## config.mk

```make
export PLATFORM = sky130hd
export DESIGN_NAME = csa_accum_seq_flat
export DESIGN_NICKNAME = d
export VERILOG_FILES = /design/src/rtl/csa_accum_seq_if.sv /design/src/rtl/csa_accum_seq.sv /design/src/flat_wrapper.sv
export SDC_FILE = /design/constraint.sdc
export NUM_CORES = 1
export LEC_CHECK = 0
export ABC_AREA = 1
export CORE_ASPECT_RATIO = 1.5
export CORE_MARGIN = 4
export CORE_UTILIZATION = 45
export CTS_CLUSTER_DIAMETER = 200
export DETAILED_ROUTE_END_ITERATION = 10
export DONT_BUFFER_PORTS = 1
export PLACE_DENSITY = 0.66
export SLEW_MARGIN = 10
export SYNTH_ARGS = -nofsm -noshare
export SYNTH_HDL_FRONTEND = slang
export SYNTH_SLANG_ARGS = --single-unit
```

## constraint.sdc

```tcl
create_clock -name clk -period 4.57 [get_ports clk]
set_input_delay 0.6855 -clock clk [delete_from_list [all_inputs] [get_ports clk]]
set_output_delay 0.6855 -clock clk [all_outputs]
set_load 0.005 [all_outputs]
```

## src/rtl/csa_accum_seq_if.sv

```systemverilog
// Job/operand/result handshake bundle for csa_accum_seq.
// The master drives jobs and operands and consumes results; the slave is the accumulator.
interface csa_accum_seq_if #(
  parameter int unsigned WIDTH     = 8,
  parameter int unsigned ACC_WIDTH = 20,
  parameter int unsigned CNT_WIDTH = 8
) ();
  logic                 start;
  logic [CNT_WIDTH-1:0] len;
  logic                 in_valid;
  logic                 in_ready;
  logic [WIDTH-1:0]     in_data;
  logic                 out_valid;
  logic                 out_ready;
  logic [ACC_WIDTH-1:0] out_data;
  logic                 busy;

  modport master (
    output start, len, in_valid, in_data, out_ready,
    input  in_ready, out_valid, out_data, busy
  );

  modport slave (
    input  start, len, in_valid, in_data, out_ready,
    output in_ready, out_valid, out_data, busy
  );
endinterface

```

## src/rtl/csa_accum_seq.sv

```systemverilog
// Sequential multi-operand accumulator: running total kept in carry-save form,
// resolved by a single carry-propagate add once the job's last operand arrives.
module csa_accum_seq #(
  parameter int unsigned WIDTH     = 8,
  parameter int unsigned ACC_WIDTH = 20,
  parameter int unsigned CNT_WIDTH = 8
) (
  input  logic          clk,
  input  logic          rst,
  csa_accum_seq_if.slave bus
);

  typedef enum logic [1:0] {StIdle, StAccum, StResolve, StDone} state_e;

  state_e               state_q, state_d;
  logic [CNT_WIDTH-1:0] cnt_q, cnt_d;
  logic [ACC_WIDTH-1:0] sum_q, sum_d;
  logic [ACC_WIDTH-1:0] carry_q, carry_d;
  logic [ACC_WIDTH-1:0] result_q, result_d;
  logic [ACC_WIDTH-1:0] x;
  logic [ACC_WIDTH-1:0] maj;

  always_comb begin
    state_d  = state_q;
    cnt_d    = cnt_q;
    sum_d    = sum_q;
    carry_d  = carry_q;
    result_d = result_q;
    x        = ACC_WIDTH'($signed(bus.in_data));
    maj      = (sum_q & carry_q) | (sum_q & x) | (carry_q & x);

    unique case (state_q)
      StIdle: begin
        if (bus.start) begin
          cnt_d   = bus.len;
          sum_d   = '0;
          carry_d = '0;
          state_d = (bus.len != '0) ? StAccum : StResolve;
        end
      end
      StAccum: begin
        if (bus.in_valid) begin
          // 3:2 compression: no carry ripples across the word here
          sum_d   = sum_q ^ carry_q ^ x;
          carry_d = maj << 1;
          cnt_d   = cnt_q - CNT_WIDTH'(1);
          if (cnt_q == CNT_WIDTH'(1)) begin
            state_d = StResolve;
          end
        end
      end
      StResolve: begin
        result_d = sum_q + carry_q;
        state_d  = StDone;
      end
      StDone: begin
        if (bus.out_ready) begin
          state_d = StIdle;
        end
      end
      default: state_d = StIdle;
    endcase
  end

  always_ff @(posedge clk) begin
    if (rst) begin
      state_q  <= StIdle;
      cnt_q    <= '0;
      sum_q    <= '0;
      carry_q  <= '0;
      result_q <= '0;
    end else begin
      state_q  <= state_d;
      cnt_q    <= cnt_d;
      sum_q    <= sum_d;
      carry_q  <= carry_d;
      result_q <= result_d;
    end
  end

  // Outputs decode registered state only, so no input-to-output paths exist.
  assign bus.in_ready  = (state_q == StAccum);
  assign bus.out_valid = (state_q == StDone);
  assign bus.busy      = (state_q != StIdle);
  assign bus.out_data  = result_q;

endmodule
```

## src/flat_wrapper.sv

```systemverilog
// flat-port wrapper written by rule: the top's interface ports become plain ports
module csa_accum_seq_flat 
#(
  parameter int unsigned WIDTH     = 8,
  parameter int unsigned ACC_WIDTH = 20,
  parameter int unsigned CNT_WIDTH = 8
)
  (clk, rst, bus_start, bus_len, bus_in_valid, bus_in_data, bus_out_ready, bus_in_ready, bus_out_valid, bus_out_data, bus_busy);
  csa_accum_seq_if #(.WIDTH(WIDTH), .ACC_WIDTH(ACC_WIDTH), .CNT_WIDTH(CNT_WIDTH)) bus_i ();
  input  logic clk;
  input  logic rst;
  input wire logic [$bits(bus_i.start)-1:0] bus_start;
  input wire logic [$bits(bus_i.len)-1:0] bus_len;
  input wire logic [$bits(bus_i.in_valid)-1:0] bus_in_valid;
  input wire logic [$bits(bus_i.in_data)-1:0] bus_in_data;
  input wire logic [$bits(bus_i.out_ready)-1:0] bus_out_ready;
  output wire logic [$bits(bus_i.in_ready)-1:0] bus_in_ready;
  output wire logic [$bits(bus_i.out_valid)-1:0] bus_out_valid;
  output wire logic [$bits(bus_i.out_data)-1:0] bus_out_data;
  output wire logic [$bits(bus_i.busy)-1:0] bus_busy;
  assign bus_i.start = bus_start;
  assign bus_i.len = bus_len;
  assign bus_i.in_valid = bus_in_valid;
  assign bus_i.in_data = bus_in_data;
  assign bus_i.out_ready = bus_out_ready;
  assign bus_in_ready = bus_i.in_ready;
  assign bus_out_valid = bus_i.out_valid;
  assign bus_out_data = bus_i.out_data;
  assign bus_busy = bus_i.busy;
  csa_accum_seq #(.WIDTH(WIDTH), .ACC_WIDTH(ACC_WIDTH), .CNT_WIDTH(CNT_WIDTH)) u_core (.clk(clk), .rst(rst), .bus(bus_i));
endmodule
```

==> metrics.csv, run 1 <==
stage,metric,value,unit
clocking,Setup Buffers After CTS,0,
timing,period utilization,55.9,%
timing,clk_skew,0.00883,ns
clocking,clk sink count,69,
synthesis,Syn Area/Cell,7.01,um2
clocking,Num CTS Buffers,9,
setup_path,Worst R2R Setup Slack,2.01,ns
setup_path,WP data required,4.78,ns
detailed_routing,vias,3657,
layout,final instance area,4550,um2
layout,P&R area growth vs syn,8.67,%
grt,initial antenna violation count,0,
synthesis,net count after synthesis,662,
grt,largest net degree at the start of global routing,64,
layout,nets,654,
worst_hold_path,hold endpoint,u_core.cnt_q[2]$_SDFFE_PP0P_,
floorplan,Initial Util,46.8,%
timing,Final TNS setup,0,ns
synthesis,post-synth top area cell,dfxtp_1,
clocking,clk_lat worst skew,0.34,ns
setup_path,worst r2r dst,u_core.cnt_q[0]$_SDFFE_PP0P_,
synthesis,Syn Std Cell Area,4190,um2
clocking,root buf cell,clkbuf_16,
layout,share of layout cells above drive strength 1,4.04,%
grt,global route total overflow,0,
setup_path,FF-to-FF Start,u_core.state_q[1]$_SDFFE_PP0P_,
synthesis,Yosys reg bits,69,
floorplan,Die Wd,86.7,um
detailed_routing,vias per inst,5.19,
layout,Ant. Diodes,0,
detailed_routing,DR iter-0 viols,187,
timing,Final Hold Viols,0,
timing,RSZ-0062 raised after global routing,false,
setup_path,endpoint type of the worst setup path,flip-flop,
clocking,post_cts resized,0,
floorplan,# rows,42,
setup_path,CP arrival,2.76,ns
timing,Max Clock Freq,391,MHz
detailed_routing,Pre-Repair DR Iteration Count,4,
detailed_routing,total wire length,9500,um
status,outcome,"finished, final reports clean",
clocking,maximum clock insertion buffer count,2,
pwr,pwr dens,507,nW/um2
clocking,hold bufs inserted after CTS,0,
detailed_routing,DR WL/cell,13.5,um
synthesis,sequential area share after synthesis,33.0,%
synthesis,largest cells by area after synthesis,"dfxtp_1, nand2_1, fa_1, ha_1, a21oi_1",
synthesis,gate count of the mapped netlist,597,
synthesis,"Warnings, synthesis",0,
timing,actual slew at the worst max-slew pin,0.720,ns
setup_path,CP Class,reg2reg,
synthesis,Netlist cell types,25,
floorplan,die area,10900,um2
setup_path,CP startpoint,u_core.state_q[1]$_SDFFE_PP0P_,
clocking,CTS HTree Levels,3,
place,dpl hpwl,7030,um
detailed_routing,Final ANT Viol Nets,0,
floorplan,Die H,126,um
pwr,Pwr Total,2310,uW
clocking,TritonCTS clock tree,built,
floorplan,Ports,44,
worst_hold_path,hold depth,1,
worst_hold_path,hold_sp,rst,
place,Post-DP Area,4240,um2
worst_hold_path,Hold Path Class,in2reg,
place,Final Wtd Congestion,0.894,
pwr,Peak VDD IR,0.343,mV
timing,Pins Over Slew Limit,0,
timing,# setup viols final,0,
grt,GRT Util Overall,18.6,%
pwr,Leak,0.00213,uW
floorplan,CORE AREA,8930,um2
setup_path,CP Max Fanout,29,
timing,slew margin rel.,51.9,%
setup_path,startpoint class of the critical path,flip-flop,
flow_run,max cap viols,0,
grt,number of global-route vias before repair,3587,
timing,Tmin final,2.56,ns
grt,first-pass GRT wire length,16600,um
place,Port Buf Inserts,0,
timing,Final WS setup,2.01,ns
setup_path,Register-to-Register Path Depth,10,
synthesis,post-synth top area share,33.0,%
clocking,clk slew on worst S/H paths,0.06,ns
place,Post-Place Worst Slack,2.01,ns
detailed_routing,drc violations,0,
==> cell type report <==
class	count	area, um2
clock inverters	7	82.6
flip-flops and latches	69	1380
inverters	58	218
well taps	110	138
clock buffers	9	225
multi-input cells	449	2490
repair buffers	2	15.0
fillers	884	4390
==> per-layer routing <==
| layer | wire, um | GRT usage, % | vias up |
|---|---|---|---|
| li1 | - | - | 1898 |
| met1 | 3880 | 21.5 | 1684 |
| met2 | 5050 | 33.1 | 63 |
| met3 | 428 | 4.58 | 12 |
| met4 | 131 | 5.96 | 0 |
| met5 | 0 | 0 | - |
==> logic make-up after synthesis <==
logic type      share of synthesized area, %
compound gates                          12.8
xor+xnor                                2.30
fa+ha+maj                               16.6
buf+inv                                 7.71
flops                                   33.0
simple gates                            27.6
==> how the worst max path moves through the flow <==
stage,to,slack [ns],depth (start not counted)
6_report,u_core.cnt_q[0]$_SDFFE_PP0P_,2.01,10
5_1_grt,u_core.cnt_q[3]$_SDFFE_PP0P_,1.80,9
2_1_floorplan,u_core.bus.out_data[13]$_SDFFE_PP0P_,2.85,12
3_3_place_gp,u_core.cnt_q[7]$_SDFFE_PP0P_,2.09,11
4_1_cts,u_core.cnt_q[0]$_SDFFE_PP0P_,2.00,10
3_5_place_dp,u_core.cnt_q[0]$_SDFFE_PP0P_,2.01,10
==> metrics by stage <==
| step | cells | hold slack [ns] | util [%] |
|---|---|---|---|
| 2_1_floorplan | 597 | 0.454 | - |
| 3_3_place_gp | 688 | 0.461 | 47.5 |
| 3_5_place_dp | 688 | 0.467 | 47.5 |
| 4_1_cts | 704 | 0.402 | 50.9 |
| 5_1_grt | 704 | 0.410 | 50.9 |
| 6_report | 704 | 0.419 | 50.9 |
==> registers in the layout, indices dropped and copies added (netlist names) <==
register,flops
u_core.carry_q,19
u_core.sum_q,20
u_core.state_q,2
u_core.bus.out_data,20
u_core.cnt_q,8
==> synth_stat cells <==
library cell	instances
o21ai_0	27
o21ai_2	2
o21a_1	1
nor4_1	1
nor3_1	8
xor2_1	10
dfxtp_1	69
a31oi_1	2
buf_2	3
a21o_1	1
inv_1	55
a211oi_1	3
nor2_1	73
ha_1	25
buf_6	3
nand4_1	2
inv_2	3
clkbuf_1	15
xnor2_1	1
fa_1	19
o211ai_1	3
nand2_1	179
a21oi_1	62
or2_2	1
nand3_1	29
==> power breakdown <==
group | switching (uW) | total, uW | internal, uW
combinational | 484 | 737 | 253
sequential | 117 | 851 | 734
clock | 287 | 717 | 431
total | 888 | 2310 | 1420
==> critical path: stages (launching register included) <==
cell and delay, ns:
dfxtp_1 0.33, inv_1 0.09, ha_1 0.55, inv_2 0.15
o21ai_2 0.18, inv_2 0.07, o21ai_4 0.21, buf_4 0.40
inv_1 0.19, o21ai_0 0.18, a31oi_1 0.06
==> placed cells by master (no fill, tap or decap), types with 10 or more instances in the layout <==
master   synthesis  layout
o21ai_0         27      27
dfxtp_1         69      69
nand2_1        179     179
nand3_1         29      29
a21oi_1         62      62
nor2_1          73      73
xor2_1          10      10
ha_1            25      25
inv_1           55      55
fa_1            19      19
No activity file was read; power rests on OpenSTA's default activity.
==> run 2: changes to the inputs <==
--- a/config.mk
+++ b/config.mk
@@ -12,7 +12,7 @@
 export CTS_CLUSTER_DIAMETER = 200
 export DETAILED_ROUTE_END_ITERATION = 10
 export DONT_BUFFER_PORTS = 1
-export PLACE_DENSITY = 0.66
+export PLACE_DENSITY = 0.68
 export SLEW_MARGIN = 10
 export SYNTH_ARGS = -nofsm -noshare
 export SYNTH_HDL_FRONTEND = slang
==> constraint.sdc (replaced) <==
create_clock -name clk -period 2.3 [get_ports clk]
set_input_delay 0.345 -clock clk [delete_from_list [all_inputs] [get_ports clk]]
set_output_delay 0.345 -clock clk [all_outputs]
set_load 0.005 [all_outputs]
==> metrics.csv, run 2 (synthesized netlist as in run 1, its figures left out) <==
stage,metric,value,unit,change
status,outcome,"finished, final reports clean",,
timing,Tmin final,1.94,ns,-0.611 ns
timing,actual slew at the worst max-slew pin,0.446,ns,-0.275 ns
detailed_routing,DR WL/cell,13.9,um,+3.0%
grt,first-pass GRT wire length,16700,um,+0.75%
clocking,post_cts resized,0,,unchanged
setup_path,CP Class,reg2reg,,
floorplan,die area,10900,um2,unchanged
timing,slew margin rel.,70.2,%,+18 points
grt,GR Util met1,21.3,%,-0.22 points
pwr,Peak VDD IR,0.641,mV,+87%
pwr,Leak,0.00214,uW,+0.53%
detailed_routing,total wire length,9810,um,+3.3%
timing,Final Hold Viols,0,,unchanged
floorplan,Initial Util,46.8,%,unchanged
worst_hold_path,hold depth,1,,unchanged
place,Port Buf Inserts,0,,unchanged
layout,nets,657,,+0.46%
setup_path,endpoint type of the worst setup path,flip-flop,,
timing,RSZ-0062 raised after global routing,false,,
clocking,CTS HTree Levels,3,,unchanged
detailed_routing,vias per inst,5.19,,-0.15%
clocking,Setup Buffers After CTS,0,,unchanged
clocking,clk sink count,69,,unchanged
detailed_routing,vias,3662,,+0.14%
floorplan,Die Wd,86.7,um,unchanged
grt,number of global-route vias before repair,3584,,-0.084%
clocking,root buf cell,clkbuf_16,,
timing,Pins Over Slew Limit,0,,unchanged
timing,Max Clock Freq,514,MHz,+31%
grt,global route total overflow,0,,unchanged
place,dpl hpwl,7320,um,+4.1%
detailed_routing,Pre-Repair DR Iteration Count,4,,unchanged
timing,Final TNS setup,0,ns,unchanged
layout,share of layout cells above drive strength 1,4.03,%,-0.014 points
clocking,clk slew on worst S/H paths,0.05,ns,about the same
setup_path,CP arrival,2.18,ns,-0.58 ns
clocking,maximum clock insertion buffer count,2,,unchanged
grt,met3 usage,5.23,%,+0.65 points
floorplan,Ports,44,,unchanged
layout,Post-Layout Cell Count,706,,+0.28%
layout,Filler Cell Count,889,,+0.57%
pwr,pwr dens,996,nW/um2,+96%
place,Cells after DPL,691,,+0.44%
timing,period utilization,84.6,%,+29 points
floorplan,Die H,126,um,unchanged
floorplan,CORE AREA,8930,um2,unchanged
clocking,clk_lat worst skew,0.34,ns,about the same
detailed_routing,Final ANT Viol Nets,0,,unchanged
layout,"leading cell type in the layout, fill and taps excluded",nand2_1,,
clocking,TritonCTS clock tree,built,,
layout,most frequent cells in the layout,"nand2_1, nor2_1, dfxtp_1",,
clocking,Num CTS Buffers,9,,unchanged
setup_path,Register-to-Register Path Depth,12,,+2
worst_hold_path,Hold Path Class,in2reg,,
layout,Ant. Diodes,0,,unchanged
place,Final Wtd Congestion,0.934,,+4.4%
layout,Finished Core Util,50.9,%,about the same
clocking,hold bufs inserted after CTS,0,,unchanged
grt,grt peak-use layer,met2,,
floorplan,# rows,42,,unchanged
detailed_routing,drc violations,0,,unchanged
grt,met2 usage,33.2,%,+0.090 points
grt,initial antenna violation count,0,,unchanged
timing,# setup viols final,0,,unchanged
setup_path,CP Max Fanout,3,,-90%
setup_path,FF-to-FF Start,u_core.carry_q[1]$_SDFFE_PP0P_,,
timing,clk_skew,0.00560,ns,-0.00323 ns
detailed_routing,DR iter-0 viols,178,,-4.8%
grt,GRT Util Overall,19.1,%,+0.47 points
worst_hold_path,hold_sp,rst,,
setup_path,Worst R2R Setup Slack,0.36,ns,-1.66 ns
worst_hold_path,hold endpoint,u_core.cnt_q[4]$_SDFFE_PP0P_,,
layout,P&R area growth vs syn,8.64,%,about the same
setup_path,WP data required,2.53,ns,-2.25 ns
timing,hold_ws,0.0766,ns,-0.343 ns
grt,largest net degree at the start of global routing,64,,unchanged
setup_path,worst r2r dst,u_core.bus.out_data[13]$_SDFFE_PP0P_,,
setup_path,startpoint class of the critical path,flip-flop,,
flow_run,max cap viols,0,,unchanged
run 2: cell count changes in the layout (fill, tap and decap cells not counted), sizes merged:
cell	delta
buf	+3
inv	-3
clkbuf	+5
bufinv	-1
clkinvlp	-2
run 2: worst max-delay path by stage:
stage / start / end / slack, ns
2_1_floorplan: u_core.carry_q[1]$_SDFFE_PP0P_ / u_core.bus.out_data[13]$_SDFFE_PP0P_ / 0.58
3_3_place_gp: u_core.carry_q[1]$_SDFFE_PP0P_ / u_core.bus.out_data[13]$_SDFFE_PP0P_ / 0.42
3_5_place_dp: u_core.carry_q[1]$_SDFFE_PP0P_ / u_core.bus.out_data[13]$_SDFFE_PP0P_ / 0.36
4_1_cts: u_core.carry_q[1]$_SDFFE_PP0P_ / u_core.bus.out_data[13]$_SDFFE_PP0P_ / 0.35
5_1_grt: u_core.carry_q[1]$_SDFFE_PP0P_ / u_core.bus.out_data[9]$_SDFFE_PP0P_ / 0.15
6_report: u_core.carry_q[1]$_SDFFE_PP0P_ / u_core.bus.out_data[13]$_SDFFE_PP0P_ / 0.36
run 2: area by class of cell:
cell class              instances  area (um2)  share of cell area, %
flip-flops and latches         69        1380                   30.4
well taps                     110         138                   3.03
multi-input cells             449        2480                   54.6
inverters                      58         218                   4.79
clock inverters                 1        5.00                  0.110
repair buffers                  5        50.0                   1.10
clock buffers                  14         274                   6.03
run 2: power breakdown:
group          internal [uW]  switching, uW  total, uW
clock network            811            493       1300
logic                    544            971       1510
registers               1460            250       1710
run 2: layer usage:
| layer | vias to the layer above | share of wire [%] |
|---|---|---|
| li1 | 1897 | - |
| met1 | 1674 | 42 |
| met2 | 66 | 51 |
| met3 | 25 | 4.6 |
| met4 | 0 | 3.1 |
| met5 | - | 0 |
run 2: per-stage QoR:
step	cell area [um2]	power [uW]	setup WS, ns
after floorplan	4190	2900	0.578
after global placement	4270	3210	0.416
after detailed placement	4270	3240	0.365
after CTS	4550	4570	0.350
after global routing	4550	4880	0.153
final	4550	4530	0.355
run 2: critical path: stages, from the launching register on:
cell     delay (ns)
dfxtp_1        0.34
ha_1           0.27
fa_1           0.44
nand3_1        0.09
nand3_1        0.12
nand2_1        0.10
nand2_1        0.11
nand2_1        0.10
nand2_1        0.06
nand2_1        0.06
nand3_1        0.06
nand2_1        0.06
inv_1          0.03
